[src/rtl/rs_shared_alu_pkg.sv]
// Shared constants for the round-robin shared add/sub unit.
// Also read by RS_SAT_EN builds; no content changes with that macro.
package rs_pkg;

  localparam int unsigned DEF_WIDTH = 8;
  localparam int unsigned DEF_NCH   = 4;

  localparam logic OP_ADD = 1'b0;
  localparam logic OP_SUB = 1'b1;

  // Low bit of channel ch inside a packed per-channel bus.
  function automatic int unsigned ch_lo(input int unsigned ch, input int unsigned width);
    return ch * width;
  endfunction

endpackage

[src/rtl/rs_shared_alu_arbiter.sv]
// Round-robin arbiter: first requester at or after ptr wins, gated by en.
module rs_rr_arbiter #(
  parameter  int unsigned NCH  = 4,
  localparam int unsigned CH_W = $clog2(NCH)
) (
  input  logic [NCH-1:0]  req,
  input  logic [CH_W-1:0] ptr,
  input  logic            en,
  output logic [NCH-1:0]  gnt,
  output logic [CH_W-1:0] gnt_idx,
  output logic            any
);

  logic hit_s;

  // Channel visited i steps after ptr, wrapping at NCH (NCH need not be a power of two).
  function automatic int unsigned rot(input logic [CH_W-1:0] p, input int unsigned i);
    int unsigned s;
    s = 32'(p) + i;
    return (s >= NCH) ? s - NCH : s;
  endfunction

  // Priority scan starting at ptr; only the first hit is granted.
  always_comb begin
    gnt     = {NCH{1'b0}};
    gnt_idx = {CH_W{1'b0}};
    any     = 1'b0;
    hit_s   = 1'b0;
    for (int i = 0; i < NCH; i++) begin
      hit_s               = en & ~any & req[rot(ptr, i)];
      gnt[rot(ptr, i)]    = gnt[rot(ptr, i)] | hit_s;
      gnt_idx             = hit_s ? CH_W'(rot(ptr, i)) : gnt_idx;
      any                 = any | hit_s;
    end
  end

endmodule

[src/rtl/rs_shared_alu.sv]
// NCH channels share one WIDTH-bit adder/subtractor behind a round-robin arbiter.
// Define RS_SAT_EN for saturating results (out_carry still reports raw carry/borrow).
module rs_shared_alu
  import rs_pkg::*;
#(
  parameter  int unsigned WIDTH = DEF_WIDTH,
  parameter  int unsigned NCH   = DEF_NCH,
  localparam int unsigned CH_W  = $clog2(NCH)
) (
  input  logic               clk,
  input  logic               rst,
  input  logic [NCH-1:0]     req_valid,
  output logic [NCH-1:0]     req_ready,
  input  logic [NCH-1:0]     req_op,
  input  logic [NCH*WIDTH-1:0] req_a,
  input  logic [NCH*WIDTH-1:0] req_b,
  output logic               out_valid,
  input  logic               out_ready,
  output logic [CH_W-1:0]    out_ch,
  output logic [WIDTH-1:0]   out_res,
  output logic               out_carry
);

  logic [CH_W-1:0]  ptr_r;
  logic [CH_W-1:0]  ptr_nxt_s;
  logic [CH_W-1:0]  gnt_idx_s;
  logic [NCH-1:0]   gnt_s;
  logic             any_s;
  logic             accept_s;
  logic             en_s;
  logic             op_s;
  logic [WIDTH-1:0] a_s;
  logic [WIDTH-1:0] b_s;
  logic [WIDTH-1:0] b_eff_s;
  logic [WIDTH:0]   sum_s;
  logic             carry_s;
  logic [WIDTH-1:0] res_s;

  logic             out_valid_r;
  logic [CH_W-1:0]  out_ch_r;
  logic [WIDTH-1:0] out_res_r;
  logic             out_carry_r;

  // rst gating keeps req_ready low while the output register is held in reset.
  assign accept_s  = ~out_valid_r | out_ready;
  assign en_s      = accept_s & ~rst;
  assign req_ready = gnt_s;

  rs_rr_arbiter #(.NCH(NCH)) u_arb (
    .req     (req_valid),
    .ptr     (ptr_r),
    .en      (en_s),
    .gnt     (gnt_s),
    .gnt_idx (gnt_idx_s),
    .any     (any_s)
  );

  // Operand mux feeding the single shared adder; subtract is a + ~b + 1.
  always_comb begin
    op_s    = req_op[gnt_idx_s];
    a_s     = req_a[ch_lo(32'(gnt_idx_s), WIDTH) +: WIDTH];
    b_s     = req_b[ch_lo(32'(gnt_idx_s), WIDTH) +: WIDTH];
    b_eff_s = (op_s == OP_SUB) ? ~b_s : b_s;
    sum_s   = {1'b0, a_s} + {1'b0, b_eff_s} + {{WIDTH{1'b0}}, op_s};
    carry_s = (op_s == OP_SUB) ? ~sum_s[WIDTH] : sum_s[WIDTH];
  end

`ifdef RS_SAT_EN
  // Clamp on overflow (add) or borrow (sub).
  always_comb begin
    if (carry_s) begin
      res_s = (op_s == OP_SUB) ? {WIDTH{1'b0}} : {WIDTH{1'b1}};
    end else begin
      res_s = sum_s[WIDTH-1:0];
    end
  end
`else
  assign res_s = sum_s[WIDTH-1:0];
`endif

  assign ptr_nxt_s = (gnt_idx_s == CH_W'(NCH - 1)) ? {CH_W{1'b0}} : gnt_idx_s + CH_W'(1);

  // Output register and round-robin pointer.
  always_ff @(posedge clk or posedge rst) begin
    if (rst) begin
      out_valid_r <= 1'b0;
      out_ch_r    <= {CH_W{1'b0}};
      out_res_r   <= {WIDTH{1'b0}};
      out_carry_r <= 1'b0;
      ptr_r       <= {CH_W{1'b0}};
    end else if (any_s) begin
      out_valid_r <= 1'b1;
      out_ch_r    <= gnt_idx_s;
      out_res_r   <= res_s;
      out_carry_r <= carry_s;
      ptr_r       <= ptr_nxt_s;
    end else if (out_ready) begin
      out_valid_r <= 1'b0;
    end else begin
      out_valid_r <= out_valid_r;
    end
  end

  assign out_valid = out_valid_r;
  assign out_ch    = out_ch_r;
  assign out_res   = out_res_r;
  assign out_carry = out_carry_r;

endmodule

[config.mk]
export PLATFORM = sky130hd
export DESIGN_NAME = rs_shared_alu
export DESIGN_NICKNAME = d
export VERILOG_FILES = /design/src/rtl/rs_shared_alu_pkg.sv /design/src/rtl/rs_shared_alu_arbiter.sv /design/src/rtl/rs_shared_alu.sv
export SDC_FILE = /design/constraint.sdc
export NUM_CORES = 1
export LEC_CHECK = 0
export BUFFER_PORTS_ARGS = -buffer_cell sky130_fd_sc_hd__buf_2
export CELL_PAD_IN_SITES_DETAIL_PLACEMENT = 0
export CELL_PAD_IN_SITES_GLOBAL_PLACEMENT = 1
export CORE_UTILIZATION = 30
export DETAILED_ROUTE_END_ITERATION = 10
export PLACE_DENSITY_LB_ADDON = 0.1
export SYNTH_ARGS = -nofsm -noshare
export SYNTH_HDL_FRONTEND = slang
export SYNTH_SLANG_ARGS = --single-unit
[constraint.sdc]
create_clock -name clk -period 4.6 [get_ports clk]
set_clock_uncertainty 0.1 [all_clocks]
set_input_delay 0.23 -clock clk [delete_from_list [all_inputs] [get_ports clk]]
set_output_delay 0.23 -clock clk [all_outputs]
set_load 0.01 [all_outputs]
==> results of run 1 <==
[power by group]
part	internal (W)	switching [W]
logic	0.000881	0.000964
clock network	0.0000578	0.0000400
registers	0.000187	0.0000325
[kinds of logic after synthesis]
logic type                 share of synthesized area, %
and+or+nand+nor                                    14.2
AOI/OAI and AO/OA                                  18.6
muxes                                              30.0
buffers and inverters                              6.16
xor gates and xnor gates                           5.91
DFF                                                16.9
adders and majority gates                          8.21
[registers in the layout (all words and copies together) (netlist names)]
name       flops
out_carry      1
out_ch         2
out_res        8
out_valid      1
ptr_r          2
[stage by stage]
stage                     std cells  instance area, um^2  hold WS, ns
after floorplan                 244                 2080      -0.0373
after detailed placement        403                 2610        0.168
after global placement          403                 2610        0.169
final                           415                 2750        0.144
after global routing            415                 2750        0.167
after CTS                       407                 2660        0.144
[worst paths after layout]
check                      slack (ns)                      to  cells past startpoint                   start
setup / recovery                 0.34   out_carry$_DFFE_PP0P_                     20    ptr_r[1]$_DFFE_PP0P_
hold / removal                   0.14   out_valid$_DFFE_PP0P_                      3               out_ready
setup reg to reg                 0.34   out_carry$_DFFE_PP0P_                     20    ptr_r[1]$_DFFE_PP0P_
hold reg to reg                  0.37  out_res[4]$_DFFE_PP0P_                      2  out_res[4]$_DFFE_PP0P_
max in group asynchronous        3.78  out_res[5]$_DFFE_PP0P_                      4                     rst
min in group asynchronous        0.45  out_res[7]$_DFFE_PP0P_                      4                     rst
[worst min-delay path, cell delays in order]
cell and delay, ns:
buf_2 0.07, nand2b_1 0.10, nand2_1 0.05
[cells in the mapped netlist (9+ instances only)]
cell	number	area (um^2)
mux2i_1	21	210
o21ai_0	14	70.1
clkbuf_1	11	41.3
nand2_1	29	109
dfrtp_1	14	350
ha_1	12	150
nor2_1	20	75.1
a21oi_1	23	115
mux2_2	14	158
xor2_1	9	78.8
mux4_2	10	225
[metal layers]
metal / GRT usage (%) / vias to the layer above / wire length (um)
met5: 0 / - / 0
met4: 2.77 / 0 / 14
met3: 1.95 / 2 / 308
met2: 24.2 / 73 / 2410
met1: 25.0 / 908 / 3060
li1: - / 1066 / -
[cell type report]
cell class / count / area (um^2) / area share (%)
Multi-Input combinational cell: 202 / 1610 / 58.5
Timing Repair Buffer: 110 / 619 / 22.5
Sequential cell: 14 / 350 / 12.7
Tap cell: 77 / 96.3 / 3.50
Clock buffer: 3 / 41.3 / 1.50
Inverter: 9 / 33.8 / 1.23
[what timing repair did]
item / in CTS / in global routing
hold buffers: 1 / 0
hold endpoints to repair: 14 / 0
setup endpoints to repair: 0 / 2
setup buffers: 0 / 8
gates resized for setup: 0 / 3
==> flow_metrics.tcl, run 1 <==
set metrics [dict create \
    port_buffers 90 \
    synth_cells 244 \
    fp.coreArea_um2 6490 \
    finalCriticalPeriod_ns 4.26 \
    cts_num_sinks 14 \
    drcViolationCount 0 \
    dp_hpwl_mm 4.86 \
    ios 91 \
    grt_pass1_vias 2004 \
    gp_congestion 0.822 \
    max_stage_delay_ns 0.51 \
    path_cells "inv_1 -> ha_4 -> mux4_2 -> nor2_4 -> nand2_2 -> o21ai_4 -> buf_12 -> mux4_2 -> mux2_4 -> inv_2 -> fa_1 -> nor2b_1 -> o21ai_0 -> nand2b_1 -> a21o_1 -> a21o_1 -> a21o_1 -> a21oi_1 -> xor2_1 -> o21ai_0" \
    cts_max_path_buffers 2 \
    gr-total-overflow 0 \
    area_growth_pct 32.6 \
    irDropWorstVdd_mv 0.222 \
    final_cell_mix "buf_2, nand2_1, a21oi_1, mux2i_1, nor2_1" \
    grt_pass1_wl_mm 9.52 \
    setup_violations 0 \
    fmaxAchievable_mhz 234 \
    antenna_found_initial 0 \
    tritoncts "yes" \
    fin_ws_ns 0.336 \
    tightest_slew_ns 0.700 \
    drv_cap 0 \
    layout.nets 428 \
    place_ws_ns 0.0501 \
    path_clk_slew_ns 0.06 \
    ant_nets 0 \
    grt_max_degree 29 \
    yosysWarnings 0 \
    clock_latency_ns 0.24 \
    crit_top_cell "a21o_1" \
    syn_avg_cell_area_um2 8.50 \
    p_leak_nw 1.31 \
    fp.dieW_um 85.1 \
    cpLargestDelayFamily "multiplexers" \
    diodes 0 \
    die_area_um2 7250 \
    drt_iter0_drc 66 \
    cts_root_buffer "clkbuf_8" \
    cts_buffers 3 \
    yosysSeqAreaShare_pct 16.9 \
    finalCritPeriodShare_pct 92.7 \
    setup_tns_ns 0 \
    path_class "reg2reg" \
    crit_path_end_kind "register" \
    drt_pass1_iterations 4 \
    synth_edf_count 0 \
    viasPerCell 4.94 \
    slowest_stage "mux4_2" \
    final_hold_viol_count 0 \
    slew_headroom_pct 53.2 \
    synth.cell_area_um2 2070 \
    die_height_um 85.1 \
    status "completed" \
    rsz0062_at_grt "false" \
    initial_core_util_pct 31.9 \
    drive_gt1_share_pct 43.2 \
    final_common_cell "buf_2" \
    avgRoutedWirePerCell_um 14.0 \
    fill_cells 670 \
    track_usage_pct 16.2 \
    power_w 0.00216 \
    worst-path-buf-inv 3 \
    power.density_nw_per_um2 787 \
    vias 2049 \
    rows 29 \
    synth_flop_cell "dfrtp_1" \
    final_util_pct 42.3 \
    cts_htree_levels 1 \
    maxSlewViolCount 0 \
    finalWirelength_mm 5.80 \
    ys_ff_latch 14 \
    synthArstFlopShare_pct 100 \
    cp.required_ns 4.59 \
    synth.net_count 332 \
    synthDistinctLibCells 43 \
    crit_path_max_fanout 10 \
    cp-start-kind "register" \
    worst_hold_path_type "in2reg" \
    cp_data_arrival_time_ns 4.25 \
]
No activity file was read; power rests on OpenSTA's default activity.
==> run 2: changes to the inputs <==
--- a/config.mk
+++ b/config.mk
@@ -13,4 +13,5 @@
 export PLACE_DENSITY_LB_ADDON = 0.1
 export SYNTH_ARGS = -nofsm -noshare
 export SYNTH_HDL_FRONTEND = slang
+export SYNTH_HIERARCHICAL = 1
 export SYNTH_SLANG_ARGS = --single-unit
==> flow_metrics.tcl, run 2 <==
set metrics [dict create \
    status "completed" \
    irDropWorstVdd_mv 0.238 \
    cp.required_ns 4.63 \
    grt_pass1_vias 2211 \
    crit_path_max_fanout 6 \
    worst_hold_path_type "in2reg" \
    die_area_um2 8000 \
    cp-start-kind "register" \
    synth.net_count 326 \
    ios 91 \
    synth_cells 238 \
    cts_htree_levels 1 \
    cts_max_path_buffers 2 \
    synth_commonest_cells "nand2_1, nor2_1, a211oi_1, mux2_2, dfrtp_1" \
    reg2reg_depth 17 \
    layout.nets 433 \
    syn_avg_cell_area_um2 9.64 \
    synthArstFlopShare_pct 100 \
    synthDistinctLibCells 54 \
    final_util_pct 42.7 \
    yosysWarnings 6 \
    tritoncts "yes" \
    final_common_cell "buf_2" \
    vias 2300 \
    antenna_found_initial 0 \
    viasPerCell 5.19 \
    grt_pass1_wl_mm 10.6 \
    setup_violations 0 \
    port_buffers 90 \
    synth.cell_area_um2 2290 \
    min_from "out_ready" \
    cp_data_arrival_time_ns 4.45 \
    area_growth_pct 36.4 \
    initial_core_util_pct 31.3 \
    fin_cells 443 \
    largest_reg_flops 8 \
    synth_edf_count 0 \
    track_usage_pct 17.0 \
    rows 31 \
    cts_root_buffer "clkbuf_8" \
    drv_cap 0 \
    drcViolationCount 0 \
    clock_latency_ns 0.24 \
    synthDominantCellAreaShare_pct 15.3 \
    fin_area_um2 3130 \
    drt_pass1_iterations 4 \
    numPlacedInstances 429 \
    die_height_um 89.5 \
    synth.most_common_cell "nand2_1" \
    final_hold_viol_count 0 \
    path_clk_slew_ns 0.06 \
    holdPathEnd "out_valid$_DFFE_PP0P_" \
    path_class "reg2reg" \
    fp.coreArea_um2 7330 \
    drive_gt1_share_pct 50.3 \
    ys_ff_latch 14 \
    final_cell_mix "buf_2, buf_4, nand2_1, nor2_1, mux2_2" \
    dp_hpwl_mm 5.25 \
    yosys-top-cells-area "dfrtp_1, mux4_2, mux2_2" \
    synth_flop_cell "dfrtp_1" \
    maxSlewViolCount 0 \
    drt_iter0_drc 163 \
    yosysSeqAreaShare_pct 15.3 \
    diodes 0 \
    fp.dieW_um 89.5 \
    regToRegSetupSlack_ns 0.18 \
    r2r_start "ptr_r[0]$_DFFE_PP0P_" \
    finalWirelength_mm 6.57 \
    p_leak_nw 1.39 \
    tightest_slew_ns 0.740 \
    fmaxAchievable_mhz 226 \
    finalCritPeriodShare_pct 96.1 \
    ant_nets 0 \
    worstReg2RegEnd "out_carry$_DFFE_PP0P_" \
    finalCriticalPeriod_ns 4.42 \
    cts_buffers 3 \
    grt_max_degree 19 \
    min_path_cells 3 \
    cts_num_sinks 14 \
    synth_top_cell_by_area "dfrtp_1" \
    crit_path_end_kind "register" \
    gp_congestion 0.815 \
    gr-total-overflow 0 \
    power.density_nw_per_um2 805 \
    postPlaceCellArea_um2 2960 \
    avgRoutedWirePerCell_um 14.8 \
    slew_headroom_pct 50.7 \
]
==> run 2: changes by cell type in the layout (fill, tap and decap cells not counted), moves of 9 or more <==
cell      before  now
a211oi_1       3   14
a21oi_1       23    8
buf_4         17   26
mux2i_1       21    1
nand2_1       29   17
o21ai_0       14    5
==> run 2: area by class of cell <==
class                           instances  area, um^2
Timing Repair Buffer                  120         693
Tap cell                               99         124
Multi-Input combinational cell        193        1860
Fill cell                             733        4200
Inverter                               13        51.3
Sequential cell                        14         350
Clock buffer                            4        55.1
==> run 2: worst max-delay path, cell delays in order, from the launching register on <==
cell and delay (ns):
dfrtp_1 0.40, inv_4 0.07, ha_4 0.27, mux4_2 0.52, a211o_4 0.33, nand2_2 0.09
a21oi_2 0.07, nor2_4 0.23, mux4_2 0.63, xor2_2 0.19, inv_1 0.08, fa_2 0.40
nor2b_1 0.12, o21ai_1 0.10, a21boi_1 0.20, o22ai_1 0.12, xnor2_1 0.14, mux2_2 0.26
==> run 2: power by group <==
group / internal (W) / switching [W]
clock network: 0.0000757 / 0.0000427
logic: 0.00105 / 0.00113
registers: 0.000187 / 0.0000337
==> run 2: worst max path at each step <==
stage	startpoint	to	slack, ns
6_report	ptr_r[0]$_DFFE_PP0P_	out_carry$_DFFE_PP0P_	0.18
5_1_grt	ptr_r[0]$_DFFE_PP0P_	out_carry$_DFFE_PP0P_	-0.004
2_1_floorplan	ptr_r[0]$_DFFE_PP0P_	out_carry$_DFFE_PP0P_	-0.37
3_5_place_dp	ptr_r[0]$_DFFE_PP0P_	out_res[7]$_DFFE_PP0P_	-0.05
3_3_place_gp	ptr_r[0]$_DFFE_PP0P_	out_res[7]$_DFFE_PP0P_	-0.008
4_1_cts	ptr_r[0]$_DFFE_PP0P_	out_res[7]$_DFFE_PP0P_	0.02
==> run 2: through the flow <==
step | hold WS, ns | worst slack (ns) | TNS, ns | power (W)
2_1_floorplan | 0.0192 | -0.372 | -1.07 | 0.00176
3_3_place_gp | 0.210 | -0.00793 | -0.00793 | 0.00230
3_5_place_dp | 0.217 | -0.0510 | -0.0510 | 0.00229
4_1_cts | 0.178 | 0.0239 | 0 | 0.00244
5_1_grt | 0.196 | -0.00433 | -0.00828 | 0.00275
6_report | 0.182 | 0.178 | 0 | 0.00252
==> run 2: routing by layer <==
| layer | global-route usage, % | wire length (um) |
|---|---|---|
| met3 | 1.66 | 390 |
| met2 | 26.2 | 2860 |
| met4 | 2.60 | 22 |
| met1 | 26.0 | 3300 |
| met5 | 0 | 0 |
==> run 2: what timing repair did <==
item | in CTS | in global routing
resized for setup | 1 | 10
hold buffers | 1 | 0
pin swaps | 1 | 7
buffers inserted | 3 | 6
setup endpoints to repair | 4 | 4
endpoints found under the hold margin | 14 | 0
cloned | 0 | 0
==> run 2: logic make-up (layout without fill, tap and decap cells) <==
logic type / after synthesis / in the layout / share of synthesized area [%]
flip-flops: 14 / 14 / 15.3
multiplexers: 38 / 38 / 30.0
AO/OA/AOI/OAI: 70 / 70 / 23.1
adder cells (fa/ha/maj): 13 / 13 / 7.42
buffers and inverters: 31 / 137 / 6.71
XOR/XNOR: 13 / 13 / 4.96
AND/OR/NAND/NOR: 59 / 59 / 12.5
==> run 3: changes to the inputs <==
==> constraint.sdc (replaced) <==
create_clock -name clk -period 3.9 [get_ports clk]
set_clock_uncertainty 0.1 [all_clocks]
set_input_delay 0.195 -clock clk [delete_from_list [all_inputs] [get_ports clk]]
set_output_delay 0.195 -clock clk [all_outputs]
set_load 0.01 [all_outputs]
==> flow_metrics.tcl, run 3 (same netlist as run 2, synthesis figures left out) <==
set metrics [dict create \
    path_cells "inv_4 -> ha_4 -> mux4_2 -> a211o_4 -> nor3_2 -> a2111oi_2 -> a21oi_2 -> nor2_4 -> mux4_2 -> buf_6 -> xor2_1 -> ha_1 -> a211oi_2 -> o21ai_1 -> a31oi_1 -> xnor2_1 -> mux2_4" \
    setup_violations 7 \
    drv_cap 0 \
    cts_htree_levels 1 \
    irDropWorstVdd_mv 0.322 \
    maxSlewViolCount 0 \
    largest_reg_flops 8 \
    cpLargestDelayFamily "multiplexers" \
    cts_num_sinks 14 \
    setup_tns_ns -2.26 \
    cp-start-kind "register" \
    grt_pass1_vias 2307 \
    path_class "reg2reg" \
    vias 2331 \
    drt_pass1_iterations 4 \
    initial_core_util_pct 31.3 \
    p_int_w 0.00179 \
    grt_util_met1_pct 27.4 \
    cp.required_ns 3.93 \
    cts_root_buffer "clkbuf_8" \
    clock_power_share_pct 4.3 \
    worst_hold_path_type "in2reg" \
    fin_cells 469 \
    drive_gt1_share_pct 55.4 \
    crit_path_max_fanout 6 \
    layout.nets 459 \
    gp_congestion 0.807 \
    final_hold_viol_count 0 \
    power.density_nw_per_um2 985 \
    drcViolationCount 0 \
    numPlacedInstances 455 \
    diodes 0 \
    max_stage_delay_ns 0.62 \
    grt_max_degree 18 \
    p_leak_nw 1.52 \
    area_growth_pct 45.9 \
    cts_max_path_buffers 2 \
    crit_path_end_kind "register" \
    die_height_um 89.5 \
    slowest_stage "mux4_2" \
    use_met3_pct 2.03 \
    worst-path-buf-inv 2 \
    grt_pass1_wl_mm 11.1 \
    final_cell_mix "buf_2, buf_4, nor2_1, nand2_1" \
    status "finished with violations" \
    tightest_slew_ns 0.747 \
    finalCritPeriodShare_pct 112 \
    clock_latency_ns 0.24 \
    slew_headroom_pct 50.2 \
    final_util_pct 45.7 \
    avgRoutedWirePerCell_um 14.6 \
    finalCriticalPeriod_ns 4.37 \
    ios 91 \
    drt_iter0_drc 134 \
    power.switching_w 0.00151 \
    rsz0062_at_grt "true" \
    fp.dieW_um 89.5 \
    port_buffers 90 \
    path_clk_slew_ns 0.06 \
    top_usage_layer "met2" \
    ant_nets 0 \
    rows 31 \
    finalWirelength_mm 6.84 \
    use_met2_pct 28.1 \
    cp_data_arrival_time_ns 4.40 \
    combinationalPowerShare_pct 87.7 \
    fin_ws_ns -0.468 \
    die_area_um2 8000 \
    fill_cells 727 \
    final_common_cell "buf_2" \
    fp.coreArea_um2 7330 \
    antenna_found_initial 0 \
    fmaxAchievable_mhz 229 \
    viasPerCell 4.97 \
    dp_hpwl_mm 5.48 \
    gr-total-overflow 0 \
    violations "setup timing" \
    crit_top_cell "mux4_2" \
    swShare_pct 45.7 \
    cts_buffers 3 \
    seqPwrFrac_pct 8.0 \
    track_usage_pct 18.0 \
    tritoncts "yes" \
]
==> run 3: power by group through the flow <==
stage / Combinational (W) / Sequential (W) / Clock (W)
after floorplan: 0.00179 / 0.000289 / 0
after CTS: 0.00282 / 0.000264 / 0.000145
after detailed placement: 0.00267 / 0.000265 / 0
final: 0.00289 / 0.000263 / 0.000142
after global placement: 0.00266 / 0.000264 / 0
after global routing: 0.00318 / 0.000272 / 0.000151
==> run 3: worst paths after layout <==
kind	startpoint	end	slack, ns	cells past startpoint
setup / recovery	ptr_r[0]$_DFFE_PP0P_	out_res[7]$_DFFE_PP0P_	-0.47	17
hold / removal	out_ready	out_valid$_DFFE_PP0P_	0.14	3
setup reg to reg	ptr_r[0]$_DFFE_PP0P_	out_res[7]$_DFFE_PP0P_	-0.47	17
hold reg to reg	out_valid$_DFFE_PP0P_	out_valid$_DFFE_PP0P_	0.40	1
max in group asynchronous	rst	out_res[6]$_DFFE_PP0P_	2.89	3
min in group asynchronous	rst	out_res[2]$_DFFE_PP0P_	0.45	3
==> run 3: per-layer routing <==
layer,share of wire (%),routed length [um]
met5,0,0
met4,0.34,23
met3,4.9,338
met2,43,2970
met1,51,3510
==> run 3: worst min-delay path: cells and delay by family <==
| kind | cells | cell delay [ns] |
|---|---|---|
| buf+inv | 2 | 0.16 |
| compound gates | 1 | 0.11 |
==> run 3: repair_timing <==
action,CTS,global route
setup buffers,8,2
endpoints found under the setup margin,7,7
pin swaps,16,0
endpoints found under the hold margin,14,0
resized for setup,11,7
hold buffers,1,0
gates cloned,0,0
==> run 3: final cells by class <==
cell class | count | area [um^2] | share of cell area [%]
inverter | 13 | 51.3 | 1.53
timing repair buffer | 146 | 893 | 26.7
tap | 99 | 124 | 3.70
clock buffer | 4 | 55.1 | 1.64
multi-input combinational | 193 | 1870 | 56.0
sequential | 14 | 350 | 10.5
==> run 3: through the flow <==
step | instance area, um^2 | hold slack [ns] | setup WS, ns | power, W
after floorplan | 2350 | -0.0158 | -1.07 | 0.00208
after global placement | 3150 | 0.173 | -0.527 | 0.00293
after detailed placement | 3150 | 0.177 | -0.580 | 0.00294
after CTS | 3310 | 0.138 | -0.451 | 0.00323
after global routing | 3350 | 0.154 | -0.678 | 0.00360
final | 3350 | 0.141 | -0.468 | 0.00330
